File: src/rtl/seg7_scan_driver.sv
// seg7_scan_driver: time-multiplexed driver for a common-anode multi-digit
// seven-segment display. Double-buffers a hex value and decimal-point mask,
// swaps buffers only on frame boundaries, and scans one digit per slot with
// a blanking interval at the start of each slot.
// Optional feature macro: SEG7_LEADING_ZERO_BLANK_EN (leading-zero blanking).
module seg7_scan_driver #(
  parameter int NUM_DIGITS   = 4,
  parameter int REFRESH_DIV  = 100000,
  parameter int BLANK_CYCLES = 16
) (
  input  logic                    clk,
  input  logic                    rst,
  input  logic                    load,
  input  logic [4*NUM_DIGITS-1:0] value,
  input  logic [NUM_DIGITS-1:0]   dp_mask,
  input  logic [NUM_DIGITS-1:0]   digit_en,
  output logic [6:0]              seg,
  output logic                    dp,
  output logic [NUM_DIGITS-1:0]   an,
  output logic                    frame_start,
  output logic                    update_pending
);

  localparam int CW = $clog2(REFRESH_DIV);
  localparam int IW = (NUM_DIGITS > 1) ? $clog2(NUM_DIGITS) : 1;
  localparam logic [CW-1:0] CNT_LAST = CW'(REFRESH_DIV - 1);
  localparam logic [IW-1:0] IDX_LAST = IW'(NUM_DIGITS - 1);

  logic [CW-1:0]           cnt;
  logic [IW-1:0]           idx;
  logic [4*NUM_DIGITS-1:0] pend_value;
  logic [NUM_DIGITS-1:0]   pend_dp;
  logic [4*NUM_DIGITS-1:0] shadow_value;
  logic [NUM_DIGITS-1:0]   shadow_dp;
  logic                    pend;

  logic                    frame_end;
  logic                    in_blank;
  logic                    lz_hit;
  logic                    show;
  logic [3:0]              nibble;

  // Hex to active-low {g,f,e,d,c,b,a}
  function automatic logic [6:0] decode(input logic [3:0] h);
    case (h)
      4'h0: decode = 7'b1000000;
      4'h1: decode = 7'b1111001;
      4'h2: decode = 7'b0100100;
      4'h3: decode = 7'b0110000;
      4'h4: decode = 7'b0011001;
      4'h5: decode = 7'b0010010;
      4'h6: decode = 7'b0000010;
      4'h7: decode = 7'b1111000;
      4'h8: decode = 7'b0000000;
      4'h9: decode = 7'b0010000;
      4'hA: decode = 7'b0001000;
      4'hB: decode = 7'b0000011;
      4'hC: decode = 7'b1000110;
      4'hD: decode = 7'b0100001;
      4'hE: decode = 7'b0000110;
      default: decode = 7'b0001110;
    endcase
  endfunction

  assign frame_end = (cnt == CNT_LAST) && (idx == IDX_LAST);
  assign nibble    = shadow_value[4*idx +: 4];

  // Blanking window covers the first BLANK_CYCLES counts of every slot
  generate
    if (BLANK_CYCLES > 0) begin : g_blank
      assign in_blank = (cnt < CW'(BLANK_CYCLES));
    end else begin : g_noblank
      assign in_blank = 1'b0;
    end
  endgenerate

`ifdef SEG7_LEADING_ZERO_BLANK_EN
  // lz_zero[i]: shadow nibbles i..NUM_DIGITS-1 are all zero; digit 0 exempt
  logic [NUM_DIGITS-1:0] lz_zero;
  generate
    for (genvar gi = 0; gi < NUM_DIGITS; gi++) begin : g_lz
      if (gi == 0) begin : g_d0
        assign lz_zero[gi] = 1'b0;
      end else begin : g_dn
        assign lz_zero[gi] = ~|shadow_value[4*NUM_DIGITS-1:4*gi];
      end
    end
  endgenerate
  assign lz_hit = lz_zero[idx];
`else
  assign lz_hit = 1'b0;
`endif

  assign show = !in_blank && digit_en[idx] && !lz_hit;

  // Slot counter, digit index, and the pending/shadow double buffer
  always_ff @(posedge clk or posedge rst) begin
    if (rst) begin
      cnt          <= '0;
      idx          <= '0;
      pend_value   <= '0;
      pend_dp      <= '0;
      shadow_value <= '0;
      shadow_dp    <= '0;
      pend         <= 1'b0;
    end else begin
      if (cnt == CNT_LAST) begin
        cnt <= '0;
        idx <= (idx == IDX_LAST) ? '0 : idx + 1'b1;
      end else begin
        cnt <= cnt + 1'b1;
      end

      if (load) begin
        pend_value <= value;
        pend_dp    <= dp_mask;
      end

      // A boundary load bypasses pending and goes straight to the shadow
      if (frame_end && (load || pend)) begin
        shadow_value <= load ? value : pend_value;
        shadow_dp    <= load ? dp_mask : pend_dp;
        pend         <= 1'b0;
      end else if (load) begin
        pend <= 1'b1;
      end
    end
  end

  // Registered display outputs derived from the state sampled on this edge
  always_ff @(posedge clk or posedge rst) begin
    if (rst) begin
      an          <= '1;
      seg         <= 7'b1111111;
      dp          <= 1'b1;
      frame_start <= 1'b0;
    end else begin
      an          <= show ? ~(NUM_DIGITS'(1) << idx) : '1;
      seg         <= show ? decode(nibble) : 7'b1111111;
      dp          <= show ? ~shadow_dp[idx] : 1'b1;
      frame_start <= (cnt == '0) && (idx == '0);
    end
  end

  assign update_pending = pend;

endmodule

File: config.mk
export PLATFORM = sky130hd
export DESIGN_NAME = seg7_scan_driver
export DESIGN_NICKNAME = d
export VERILOG_FILES = /design/src/rtl/seg7_scan_driver.sv
export SDC_FILE = /design/constraint.sdc
export NUM_CORES = 1
export LEC_CHECK = 0
export CAP_MARGIN = 25
export CORE_MARGIN = 2
export CORE_UTILIZATION = 55
export CTS_CLUSTER_DIAMETER = 120
export DETAILED_ROUTE_END_ITERATION = 10
export PLACE_DENSITY = 0.79
export SYNTH_ARGS = -nofsm -noshare
export SYNTH_HDL_FRONTEND = slang
export SYNTH_SLANG_ARGS = --single-unit
export TNS_END_PERCENT = 10
File: constraint.sdc
create_clock -name clk -period 3.4 [get_ports clk]
set_clock_uncertainty 0.2 [all_clocks]
set_input_delay 1.02 -clock clk [delete_from_list [all_inputs] [get_ports clk]]
set_output_delay 1.02 -clock clk [all_outputs]
set_load 0.03 [all_outputs]
==> impl_metrics.ini <==
[grt]
grt_usage = 0.197
grt_start_max_net_pins = 51
antenna_violations_before_repair = 0
grt_pass1_vias = 2185
first_pass_grt_wire_length_microns = 10700
globalRoute.totalOverflow = 0

[floorplanning]
floorplan.initialDensity = 0.576
ioPinCount = 41
design.core.area_sq_um = 5990
std_cell_rows = 28
die-area_sq_um = 6920
die-width_microns = 83.2
floorplan.die.height_microns = 83.2

[final_layout]
number_of_inserted_filler_cells_in_the_final_layout = 415
nets = 335
drive_gt1_frac = 0.289
final_cell_count_no_fill = 376
final_common_cell = dfrtp_1
fin_util = 0.682
synthToLayoutAreaGrowth_pct = 18.4
antenna_cells = 0
most-common-layout-cells = dfrtp_1 (61), clkdlybuf4s50_1 (40), mux2_2 (21)

[yosys]
synth_top_cells_by_area = dfrtp_1 (44%), dfstp_2 (9.1%), mux2_4 (8.7%)
synthesis.instances = 252
library_cell_with_the_largest_summed_area_after_synthesis = dfrtp_1
syn_area_sq_um = 3450
syn-num-nets = 291
synth-warning-count = 0
synth_ff_type = dfrtp_1
ys_seq_area_frac = 0.534
synthDominantCellAreaShare = 0.443
synthArstFlopShare = 1.00
syn-mean-instance-area_sq_um = 13.7
postSynthRegisterBits = 73
post_synth_num_cell_types = 42
number_of_enable_flip_flop_cells_after_synthesis = 0

[min_path]
min_from = pend_value[9]
holdCritPathClass = flip-flop to flip-flop
timing.hold.worst_path_depth = 1

[power]
power_density_nw_per_um2 = 400
power.ir.vdd_worst_uv = 246
cellInternalPower_w = 0.00126
sequentialPowerShare = 0.555
cellLeakagePower_nw = 1.77
pwr-share-clk = 0.375
switching_power_w = 0.000371
p_total_w = 0.00163
power.share.switching = 0.227
power.share.combinational = 0.070

[job]
drv_cap = 0

[route]
post-route-drc-count = 0
ratio_of_routed_vias_to_standard_cells = 5.50
drt_pre_antenna_iters = 6
first_iter_violations = 114
wirelength_microns = 6070
post_drt_wl_per_cell_microns = 16.1
drtAntennaViolNets = 0
num_vias = 2067

[timing]
setup_viol_count_final = 0
timing.final.crit_share = 0.805
final_critical_path_setup_slack_ns = 0.664
fin_tns_setup_ns = 0
layout_min_cycle_time_ns = 2.74
drv_slew = 0
worst_slew_margin_rel = 0.599
tightest_pin_transition_ns = 0.602
rsz_0062_raised_after_global_routing = false
final-hold-violation-count = 0
achievable-frequency_mhz = 365

[clock_network]
clock-root-buffer = clkbuf_8
clock_transition_time_at_the_flip_flop_clock_pins_of_the_worst_setup_and_hold_paths_ns = 0.07
cts.hold.buffers_added = 0
cts-buffers-inserted = 9
worst_skew_pair.late_latency_ns = 0.34
post_cts_setup_repair_bufs = 0
h_tree_depth_reported_by_cts = 3
tritoncts = built
cts.sinks = 73
post_cts.resized_instances = 0
clock_tree.buffer_depth = 2

[worst_setup_path]
critical_path.startpoint_type = flip-flop
r2r_cells = 5
worst-path-max-fanout = 1
setup_crit_start = seg[4]
worst_r2r_startpoint = idx[0]
critical_path_arrival_ns = 1.52
crit_path_end_kind = output pin
timing.critical_path.slowest_stage_cell = clkdlybuf4s50_1
critical_path_class = flip-flop to output pin
timing.critical_path.max_delay_family = buffers and inverters
worstPathCellList = clkdlybuf4s50_1
number_of_stages_on_the_worst_setup_path = 1
slowest_delay_ns = 0.65
crit_buf_inv = 1
cp.required_ns = 2.18

[placed_design]
dpl_worst_slack_ns = 0.483
routabilityCongestion = 0.828
port_buffers = 40
dp_cells = 360
dp.final_hpwl_microns = 4230

[run_status]
run_status = completed
[power groups by stage]
stage                     clock (W)  sequential (W)  combinational, W
after floorplan                   0        0.000930         0.0000537
after global placement            0        0.000921          0.000113
after detailed placement          0        0.000922          0.000116
after CTS                  0.000626        0.000906          0.000117
after global routing       0.000666        0.000908          0.000125
final                      0.000613        0.000905          0.000114
[through the flow]
stage / cell area [sq um] / hold WS (ns)
floorplan: 3450 / 0.267
global placement: 3900 / 0.281
detailed placement: 3900 / 0.285
CTS: 4080 / 0.304
global route: 4080 / 0.316
finish: 4080 / 0.302
[Yosys cell counts (2+ instances only)]
cell / count
xnor2_1: 7
o211ai_1: 4
buf_2: 4
dfrtp_1: 61
o21a_1: 2
nand4_1: 3
o21ai_0: 2
nand2_1: 18
mux2_2: 21
inv_1: 6
or3_1: 2
xor2_1: 10
mux4_2: 7
buf_6: 5
a21oi_1: 4
nor2_1: 12
and3_1: 2
ha_1: 12
dfstp_2: 12
clkbuf_1: 2
nor4_1: 3
and4_1: 3
mux2_4: 20
o21ai_1: 3
nor3b_1: 2
and2_1: 2
nand3_1: 8
[metal layers]
layer | wire length [microns] | GRT usage
met5 | 0 | 0
met4 | 191 | 0.109
met3 | 231 | 0.0388
met2 | 2780 | 0.300
met1 | 2870 | 0.268
[state kept, by name, summed over array words and instances (netlist names)]
name            flops
cnt                17
pend_value         16
shadow_value       16
seg                 7
an                  4
pend_dp             4
shadow_dp           4
idx                 2
dp                  1
frame_start         1
update_pending      1
[cell type report]
cell class                      count  area [sq um]  share of cell area
Timing Repair Buffer               44           443               0.108
Clock inverter                      5          30.0             0.00735
Clock buffer                       11           151              0.0371
Tap cell                           75          93.8              0.0230
Sequential cell                    73          1840               0.451
Inverter                            7          26.3             0.00643
Multi-Input combinational cell    161          1500               0.367
[path summary, 6_finish.rpt]
kind / endpoint / slack (ns)
max in group asynchronous: pend_value[4] / 1.51
min in group asynchronous: cnt[2] / 0.84
setup / recovery: seg[4] / 0.66
setup reg to reg: seg[4] / 0.94
hold reg to reg: pend_value[9] / 0.30
hold / removal: pend_value[9] / 0.30
[cell families (layout without fill, tap and decap cells)]
group | Yosys count | in the layout | synth area share
buffers and inverters | 18 | 67 | 0.0319
AND/OR/NAND/NOR | 65 | 65 | 0.110
flip-flops | 73 | 73 | 0.534
XOR/XNOR | 17 | 17 | 0.0432
adder cells (fa/ha/maj) | 12 | 12 | 0.0435
multiplexers | 49 | 49 | 0.205
AO/OA/AOI/OAI | 18 | 18 | 0.0330
Note: power is estimated with default switching activity, not from simulation.
